[src/rtl/msmouse_pkg.sv]
// Shared definitions for the Microsoft serial-mouse decoder: protocol constants,
// FSM state encodings and the parallel report layout.
package msmouse_pkg;

   localparam logic [6:0] MS_ID_CHAR  = 7'h4D;
   localparam int         MS_SYNC_BIT = 6;

   typedef enum logic [2:0] {
      RX_IDLE      = 3'd0,
      RX_START     = 3'd1,
      RX_DATA      = 3'd2,
      RX_STOP      = 3'd3,
      RX_WAIT_HIGH = 3'd4
   } rx_state_e;

   typedef enum logic [1:0] {
      P_B1 = 2'd0,
      P_B2 = 2'd1,
      P_B3 = 2'd2
   } asm_state_e;

   typedef struct packed {
      logic       btn_l;
      logic       btn_r;
      logic [7:0] dx;
      logic [7:0] dy;
   } report_t;

   // The sync bit marks the first byte of every packet, including the ID byte.
   function automatic logic is_first_byte(input logic [6:0] c);
      return c[MS_SYNC_BIT];
   endfunction

endpackage

[src/rtl/msmouse_serial_decoder_uart7n1_rx.sv]
// 7N1 UART receiver: 2-flop input synchroniser, mid-bit sampling and stop-bit check.
// Delivers each good character as a one-cycle char_valid_o strobe.
module uart7n1_rx
   import msmouse_pkg::*;
#(
   parameter int CLKFREQ = 50_000_000,
   parameter int BAUD    = 1_200
) (
   input  logic       clk_i,
   input  logic       rst_ni,
   input  logic       rd_i,
   output logic [6:0] char_o,
   output logic       char_valid_o,
   output logic       frame_err_o
);

   localparam int T  = CLKFREQ / BAUD;
   localparam int CW = $clog2(T) + 1;
   localparam logic [CW-1:0] T_FULL = CW'(T);
   localparam logic [CW-1:0] T_HALF = CW'(T / 2);

   logic            meta_q, rd_s_q;
   rx_state_e       state_q, state_d;
   logic [CW-1:0]   cnt_q, cnt_d;
   logic [2:0]      bit_q, bit_d;
   logic [6:0]      shift_q, shift_d;
   logic [6:0]      char_q, char_d;
   logic            char_valid_q, char_valid_d;
   logic            frame_err_q, frame_err_d;
   logic            tick_s;

   // Synchroniser idles high so reset never looks like a start edge.
   always_ff @(posedge clk_i or negedge rst_ni) begin
      if (!rst_ni) begin
         meta_q <= 1'b1;
         rd_s_q <= 1'b1;
      end else begin
         meta_q <= rd_i;
         rd_s_q <= meta_q;
      end
   end

   // Receiver state and datapath registers.
   always_ff @(posedge clk_i or negedge rst_ni) begin
      if (!rst_ni) begin
         state_q      <= RX_IDLE;
         cnt_q        <= '0;
         bit_q        <= 3'd0;
         shift_q      <= 7'd0;
         char_q       <= 7'd0;
         char_valid_q <= 1'b0;
         frame_err_q  <= 1'b0;
      end else begin
         state_q      <= state_d;
         cnt_q        <= cnt_d;
         bit_q        <= bit_d;
         shift_q      <= shift_d;
         char_q       <= char_d;
         char_valid_q <= char_valid_d;
         frame_err_q  <= frame_err_d;
      end
   end

   assign tick_s = (cnt_q <= CW'(1));

   // Next-state logic; every sample point reloads the full bit period so no drift accrues.
   always_comb begin
      state_d      = state_q;
      cnt_d        = cnt_q;
      bit_d        = bit_q;
      shift_d      = shift_q;
      char_d       = char_q;
      char_valid_d = 1'b0;
      frame_err_d  = 1'b0;
      case (state_q)
         RX_IDLE: begin
            if (!rd_s_q) begin
               cnt_d   = T_HALF;
               state_d = RX_START;
            end else begin
               state_d = RX_IDLE;
            end
         end
         RX_START: begin
            if (tick_s) begin
               if (!rd_s_q) begin
                  cnt_d   = T_FULL;
                  bit_d   = 3'd0;
                  state_d = RX_DATA;
               end else begin
                  state_d = RX_IDLE;
               end
            end else begin
               cnt_d = cnt_q - CW'(1);
            end
         end
         RX_DATA: begin
            if (tick_s) begin
               shift_d = {rd_s_q, shift_q[6:1]};
               cnt_d   = T_FULL;
               if (bit_q == 3'd6) begin
                  state_d = RX_STOP;
               end else begin
                  bit_d = bit_q + 3'd1;
               end
            end else begin
               cnt_d = cnt_q - CW'(1);
            end
         end
         RX_STOP: begin
            if (tick_s) begin
               if (rd_s_q) begin
                  char_d       = shift_q;
                  char_valid_d = 1'b1;
                  state_d      = RX_IDLE;
               end else begin
                  frame_err_d = 1'b1;
                  state_d     = RX_WAIT_HIGH;
               end
            end else begin
               cnt_d = cnt_q - CW'(1);
            end
         end
         RX_WAIT_HIGH: begin
            if (rd_s_q) begin
               state_d = RX_IDLE;
            end else begin
               state_d = RX_WAIT_HIGH;
            end
         end
         default: begin
            state_d = RX_IDLE;
         end
      endcase
   end

   assign char_o       = char_q;
   assign char_valid_o = char_valid_q;
   assign frame_err_o  = frame_err_q;

endmodule

[src/rtl/msmouse_serial_decoder.sv]
// Microsoft serial-mouse decoder: reassembles 3-byte 7N1 packets into signed
// deltas and button states, presented through a valid/ready report register.
module msmouse_serial_decoder
   import msmouse_pkg::*;
#(
   parameter int CLKFREQ = 50_000_000,
   parameter int BAUD    = 1_200
) (
   input  logic       clk_i,
   input  logic       rst_ni,
   input  logic       rd_i,
   input  logic       rts_i,
   output logic       pkt_valid_o,
   input  logic       pkt_ready_i,
   output logic       btn_l_o,
   output logic       btn_r_o,
   output logic [7:0] dx_o,
   output logic [7:0] dy_o,
   output logic       id_seen_o,
   output logic       frame_err_o,
   output logic       overrun_o
);

   logic [6:0] char_s;
   logic       char_valid_s;
   logic       frame_err_s;

   asm_state_e asm_q, asm_d;
   logic [5:0] b1_q, b1_d;
   logic [5:0] x_q, x_d;
   report_t    rep_q, rep_d;
   report_t    new_rep_s;
   logic       valid_q, valid_d;
   logic       id_q, id_d;
   logic       ovr_q, ovr_d;
   logic       complete_s;
   logic       hs_s;

   uart7n1_rx #(
      .CLKFREQ (CLKFREQ),
      .BAUD    (BAUD)
   ) u_rx (
      .clk_i        (clk_i),
      .rst_ni       (rst_ni),
      .rd_i         (rd_i),
      .char_o       (char_s),
      .char_valid_o (char_valid_s),
      .frame_err_o  (frame_err_s)
   );

   // Assembler state, byte latches and output report register.
   always_ff @(posedge clk_i or negedge rst_ni) begin
      if (!rst_ni) begin
         asm_q   <= P_B1;
         b1_q    <= 6'd0;
         x_q     <= 6'd0;
         rep_q   <= '0;
         valid_q <= 1'b0;
         id_q    <= 1'b0;
         ovr_q   <= 1'b0;
      end else begin
         asm_q   <= asm_d;
         b1_q    <= b1_d;
         x_q     <= x_d;
         rep_q   <= rep_d;
         valid_q <= valid_d;
         id_q    <= id_d;
         ovr_q   <= ovr_d;
      end
   end

   assign hs_s = valid_q & pkt_ready_i;

   always_comb begin
      new_rep_s.btn_l = b1_q[5];
      new_rep_s.btn_r = b1_q[4];
      new_rep_s.dx    = {b1_q[1:0], x_q};
      new_rep_s.dy    = {b1_q[3:2], char_s[5:0]};
   end

   // Packet assembly; any sync-bit character restarts a packet, the ID byte resets to idle.
   always_comb begin
      asm_d      = asm_q;
      b1_d       = b1_q;
      x_d        = x_q;
      complete_s = 1'b0;
      id_d       = char_valid_s && (char_s == MS_ID_CHAR);
      if (frame_err_s || !rts_i) begin
         asm_d = P_B1;
      end else if (char_valid_s) begin
         if (char_s == MS_ID_CHAR) begin
            asm_d = P_B1;
         end else if (is_first_byte(char_s)) begin
            b1_d  = char_s[5:0];
            asm_d = P_B2;
         end else begin
            case (asm_q)
               P_B2: begin
                  x_d   = char_s[5:0];
                  asm_d = P_B3;
               end
               P_B3: begin
                  complete_s = 1'b1;
                  asm_d      = P_B1;
               end
               P_B1: begin
                  asm_d = P_B1;
               end
               default: begin
                  asm_d = P_B1;
               end
            endcase
         end
      end else begin
         asm_d = asm_q;
      end
   end

   // Report register: a same-cycle handshake frees the slot for the new packet.
   always_comb begin
      rep_d   = rep_q;
      valid_d = valid_q;
      ovr_d   = 1'b0;
      if (complete_s) begin
         if (!valid_q || hs_s) begin
            rep_d   = new_rep_s;
            valid_d = 1'b1;
         end else begin
            ovr_d = 1'b1;
         end
      end else if (hs_s) begin
         valid_d = 1'b0;
      end else begin
         valid_d = valid_q;
      end
   end

   assign pkt_valid_o = valid_q;
   assign btn_l_o     = rep_q.btn_l;
   assign btn_r_o     = rep_q.btn_r;
   assign dx_o        = rep_q.dx;
   assign dy_o        = rep_q.dy;
   assign id_seen_o   = id_q;
   assign frame_err_o = frame_err_s;
   assign overrun_o   = ovr_q;

endmodule

[config.mk]
export PLATFORM = sky130hd
export DESIGN_NAME = msmouse_serial_decoder
export DESIGN_NICKNAME = d
export VERILOG_FILES = /design/src/rtl/msmouse_pkg.sv /design/src/rtl/msmouse_serial_decoder_uart7n1_rx.sv /design/src/rtl/msmouse_serial_decoder.sv
export SDC_FILE = /design/constraint.sdc
export NUM_CORES = 1
export LEC_CHECK = 0
export BUFFER_PORTS_ARGS = -buffer_cell sky130_fd_sc_hd__buf_4
export CAP_MARGIN = 20
export CORE_MARGIN = 2
export CORE_UTILIZATION = 35
export DETAILED_ROUTE_END_ITERATION = 6
export MAX_ROUTING_LAYER = met4
export RECOVER_POWER = 50
export SYNTH_ARGS = -nofsm -noshare
export SYNTH_HDL_FRONTEND = slang
export SYNTH_SLANG_ARGS = --single-unit
[constraint.sdc]
create_clock -name clk_i -period 2.2 [get_ports clk_i]
set_input_delay 0.22 -clock clk_i [delete_from_list [all_inputs] [get_ports clk_i]]
set_output_delay 0.22 -clock clk_i [all_outputs]
set_load 0.05 [all_outputs]
==> metrics.txt, run 1 <==
status finished, violations left; failing checks negative setup slack; CTS tree done; DIE AREA 0.01076 mm2; CP Capture Type register; fmax 433.8 MHz; Clock transition at path regs approximately 0.08 ns; Yosys top cell by area dfrtp_1; clock skew 0.005812 ns; largest net degree at the start of global routing 77; multiplexer share of the synthesized area 15.27%; slowest cell on the critical path or4_2; clk_lat worst skew 0.34 ns; HPWL after DPL 4733 um; DR vias/cell 5.071; n_diodes 0; wire per inst 13.89 um; Filler Cell Count 944; sequential share of the synthesized area 54.69%; first-pass GRT wire length 11670 um; Synth area leaders dfrtp_1 (53%), mux2_2 (12%), mux2_4 (3.0%); Final GP Congestion 0.8452; Clock Sinks 76; via count 2490; top-level port count 27; core area a little under 0.01 mm2; synthesized cell area 0.003482 mm2; Synth async-reset ratio 100.0%; crit path kind reg2reg; average size of a mapped cell 11.76 um2; Num CTS Buffers 9; most frequent cell after synthesis dfrtp_1; DIE WIDTH 103.7 um; pwr dens 569.6 mW/mm2; grt ovf 0; Final period util 104.8%; RSZ-0062 raised after global routing true; Synth Area in XOR/XNOR 0.2515%; Worst EP required 2.44 ns; Synth top area share 53.18%; switching power 544.3 uW; area delta synth->final 24.58%; Post-synth top cells dfrtp_1 (74), mux2_2 (37), nand2_1 (26); Main synth FF type dfrtp_1; DP Area a little over 0.004 mm2; logic gate share of total power under 10%; PortBufs 26; compound-cell area share of the yosys netlist roughly a tenth; Final Worst Setup Slack -0.1052 ns; Final Power around 2.5 mW; worst hold slack 0.1667 ns; Clock power frac 41.6%; layout cell share with drive strength beyond 1 between 30% and 40%; antenna violations before repair 0; largest family of logic cells by synthesized area simple AND/OR/NAND/NOR gates; EDFF count, synth 0; Largest stage delay, worst path 0.69 ns; Final TNS setup -1.270 ns; drt first pass iters 4; Worst Tran Pin Value 1.034 ns; simple-gate share of the synthesized area 15.31%; DRT iter0 DRCs 88; H-tree depth 3; antenna-violating nets left 0; adder-cell share of the synthesized area 1.437%; Unique masters post-synth between 50 and 60; Initial Util 35.79%; Max-cap violations 0; Min-Delay Path Class in2reg; Tot GR Track Use 13.75%; worst-path maximum fanout 12; register cell area after layout about 0.0019 mm2; Synth Register Bits 76; DR DRC count 0; synthesized instance count 296; startpoint class of the critical path register; Syn Nets 305; Hold Vio Cnt, Final 0; crit path time final between 2 and 2.5 ns; Std-Cell Rows 36; Pint 1.926 mW; number of global-route vias before repair 2431; nets@finish between 300 and 400; CP Cell Sequence or4_4, or4_2, o21ai_2, buf_12, a21oi_1, o21a_1; peak supply drop 0.3673 mV; Clock Path Buffers 2; P_leak 2.109 nW; Post-Route WL 6821 um; critical path arrival 2.54 ns; Ys Warns 0; post-route cell area 0.004338 mm2; sequential share of power 56.7%; Max Slew Vio Count 0; Max-slew headroom 31.07%; Multi-input gate area 0.001575 mm2; final setup fails 18; Root Driver clkbuf_8; switching share of power 22.03%; chip height between 100 and 150 um
power groups by stage:
stage / clock network (mW) / registers, mW / logic (mW)
2_1_floorplan: 0 / 1.43 / 0.00590
3_3_place_gp: 0 / 1.43 / 0.0445
3_5_place_dp: 0 / 1.43 / 0.0455
4_1_cts: 1.07 / 1.40 / 0.0484
5_1_grt: 1.13 / 1.40 / 0.0503
6_report: 1.03 / 1.40 / 0.0422
state kept, by name, summed over array words and instances, names as in the netlist:
register           flops
x_q                    6
u_rx.cnt_q            17
u_rx.char_o            7
id_seen_o              1
pkt_valid_o            1
u_rx.state_q           3
u_rx.rd_s_q            1
u_rx.bit_q             3
dx_o                   8
u_rx.char_valid_o      1
btn_l_o                1
btn_r_o                1
dy_o                   8
u_rx.shift_q           7
asm_q                  2
overrun_o              1
u_rx.frame_err_o       1
b1_q                   6
u_rx.meta_q            1
kinds of logic (layout without fill, tap and decap cells):
logic type      count (synthesis)  after routing
flops                          76             76
mux                            45             45
compound gates                 53             53
xor+xnor                        1              1
fa+ha+maj                       4              4
buf+inv                        21             83
simple gates                   96             96
final timing paths:
kind	endpoint	slack (ns)	startpoint	cells after the start
setup / recovery	u_rx.cnt_q[6]	-0.11	u_rx.cnt_q[11]	6
hold / removal	overrun_o	0.17	pkt_ready_i	3
setup reg to reg	u_rx.cnt_q[6]	-0.11	u_rx.cnt_q[11]	6
hold reg to reg	u_rx.rd_s_q	0.36	u_rx.meta_q	0
max in group asynchronous	u_rx.cnt_q[13]	0.80	rst_ni	3
min in group asynchronous	dx_o[5]	0.70	rst_ni	3
cell type report:
| cell class | count | share of cell area, % |
|---|---|---|
| flip-flops and latches | 76 | 43.90 |
| clock buffers | 9 | 2.855 |
| multi-input cells | 199 | 36.31 |
| clock inverters | 6 | 1.529 |
| repair buffers | 60 | 10.87 |
| inverters | 8 | 0.6922 |
| well taps | 133 | 3.836 |
placed cells by master, fill, tap and decap left out, types with 3 or more instances in the layout:
master and instances:
a21oi_1 10, a22o_1 4, a2bb2oi_1 4, a31oi_1 3, a32o_1 3, and3_1 3, buf_4 53, clkbuf_4 3
clkbuf_8 9, clkinvlp_4 3, dfrtp_1 74, ha_1 4, inv_1 8, mux2_2 37, mux2_4 7, nand2_1 24
nand2b_1 7, nand3_1 5, nand3b_1 5, nor2_1 16, nor2b_1 3, nor3_1 8, o21ai_0 7, or3_1 4
or4_4 3
metrics by stage:
stage | utilization [%] | setup slack, ns | cells
finish | 44.59 | -0.1052 | 491
global route | 44.59 | -0.1650 | 491
CTS | 44.02 | -0.1371 | 490
detailed placement | 41.38 | -0.1411 | 470
global placement | 41.38 | -0.1387 | 470
floorplan | - | -0.2024 | 296
routing by layer:
metal,up-vias,routed length [um],track usage (%)
met2,41,3473,22.61
li1,1191,-,-
met1,1256,3034,16.36
met3,2,278,4.405
met5,-,0,-
met4,0,35,3.764
worst max-delay path, delay by kind of cell (launching register included):
family	cells	cell delay, ns
AND/OR/NAND/NOR	2	1.25
buffers and inverters	1	0.16
flip-flops	1	0.38
AO/OA/AOI/OAI	3	0.41
what timing repair did:
action / CTS / global route
pin swaps: 4 / 6
hold endpoints to repair: 75 / 0
setup endpoints to repair: 31 / 36
hold buffers: 2 / 0
setup buffers: 3 / 2
resized for setup: 6 / 14
Power figures use the tool's default switching activity.
==> run 2: changes to the inputs <==
- CORE_ASPECT_RATIO: unset -> 0.6
==> run 2 against run 1 <==
Compared with the run above: the run still ends with negative setup slack left; register-to-register slack about the same; clock-buffer cell count up 1; hold slack better by 0.015 ns.
==> metrics.txt, run 2 (synthesized netlist as in run 1, its figures left out) <==
Post-Route WL 8186 um; number of global-route vias before repair 2522; Final GP Congestion roughly 0.9; Num CTS Buffers 9; Max-cap violations 0; top-level port count 27; status finished, violations left; Initial Util 35.62%; layout cell share with drive strength beyond 1 37.19%; worst-path maximum fanout 7; largest net degree at the start of global routing 45; Multi-input gate area 0.001609 mm2; Clock Path Buffers 2; DP Area 0.004019 mm2; Filler Cell Count 904; PortBufs 26; Tot GR Track Use 16.51%; placed cell count 474; Worst Tran Pin Value 1.070 ns; most frequent cells in the layout dfrtp_1 (74), mux2_2 (37), buf_4 (37); final setup fails 19; max reg flops 17; CP Capture Point u_rx.char_o[4]; Std-Cell Rows 28; crit path kind reg2reg; DIE WIDTH 132.8 um; RSZ-0062 raised after global routing true; Min-Delay Path Class in2reg; CP Capture Type register; DIE AREA approximately 0.011 mm2; Max Slew Vio Count 0; n_diodes 0; antenna-violating nets left 0; Most flops, register u_rx.cnt_q; clock skew 0.008458 ns; Clock transition at path regs 0.06 ns; Final period util 105.0%; post-route cell area 0.004466 mm2; pre-CTS setup slack -0.1341 ns; Hold Vio Cnt, Final 0; Clock Sinks 76; Worst EP required 2.42 ns; fmax 433.0 MHz; wire per inst approximately 16 um; DR DRC count 0; most common cell after layout, fill and taps aside dfrtp_1; crit path time final between 2 and 2.5 ns; via count 2589; peak supply drop ~0.37 mV; chip height ~81 um; H-tree depth 3; first-pass GRT wire length 13310 um; Final Worst Setup Slack -0.1092 ns; P_leak 2.143 nW; register cell area after layout 0.001904 mm2; Root Driver clkbuf_16; DRT iter0 DRCs 208; failing checks negative setup slack; Setup crit start u_rx.cnt_q[11]; RR Endpoint u_rx.char_o[4]; pwr dens between 600 and 700 mW/mm2; HPWL after DPL around 5600 um; startpoint class of the critical path register; drt first pass iters 5; Max-slew headroom 28.69%; clk_lat worst skew 0.34 ns; nets@finish 367; antenna violations before repair 0; Worst Reg2Reg Path Length in Cells 5; worst hold slack 0.1816 ns; Final Power 2.947 mW; Finished Layout Cells 498; Register-to-Register Setup Slack -0.11 ns; critical path arrival 2.52 ns; area delta synth->final 28.24%; core area around 0.0098 mm2; grt ovf 0; FF-to-FF Start u_rx.cnt_q[11]; CTS tree done; DR vias/cell slightly above 5
[run 2: where the power goes]
part | leakage [nW] | switching, mW | internal, mW
Combinational | 0.978 | 0.0339 | 0.0113
Clock | 0.145 | 0.582 | 0.916
Sequential | 1.02 | 0.00223 | 1.40
Total | 2.14 | 0.618 | 2.33
[run 2: critical path: stages, from the launching register on]
cell and delay, ns:
dfrtp_1 0.38, or4_4 0.57, nor4_4 0.27, nand3_2 0.12, or4_4 0.52, mux2_4 0.33
[run 2: worst min path at each step]
stage	from	end	slack [ns]	cells after the start
2_1_floorplan	rst_ni	asm_q[0]	-0.08	0
3_3_place_gp	rst_ni	u_rx.shift_q[3]	0.25	1
3_5_place_dp	rst_ni	u_rx.shift_q[3]	0.26	1
4_1_cts	pkt_ready_i	overrun_o	0.18	3
5_1_grt	pkt_ready_i	overrun_o	0.21	3
6_report	pkt_ready_i	overrun_o	0.18	3
[run 2: final cells by class]
| cell class | instances | share of cell area (%) |
|---|---|---|
| timing repair buffer | 64 | 9.919 |
| clock buffer | 10 | 5.352 |
| tap | 135 | 3.783 |
| inverter | 8 | 0.6725 |
| sequential | 76 | 42.65 |
| multi-input combinational | 199 | 36.03 |
| clock inverter | 6 | 1.597 |
[run 2: repair_timing]
action | 4_1_cts | 5_1_grt
setup buffers | 2 | 4
pin swaps | 4 | 10
hold buffers | 2 | 0
endpoints found under the setup margin | 30 | 34
gates resized for setup | 8 | 30
hold endpoints to repair | 42 | 0
gates cloned | 0 | 1
[run 2: metrics by stage]
step / utilization, % / setup TNS, ns
6_report: 45.69 / -1.009
2_1_floorplan: - / -1.417
5_1_grt: 45.69 / -2.647
3_3_place_gp: 41.12 / -0.9791
3_5_place_dp: 41.12 / -1.185
4_1_cts: 44.92 / -1.291
[run 2: layer usage]
metal	vias up	GRT usage [%]	part of all wire (%)	wire length, um
met4	0	4.731	0.38	31
met5	-	-	0	0
met2	80	22.33	43	3519
met3	5	5.119	6.4	525
met1	1292	23.55	50	4110
li1	1212	-	-	-
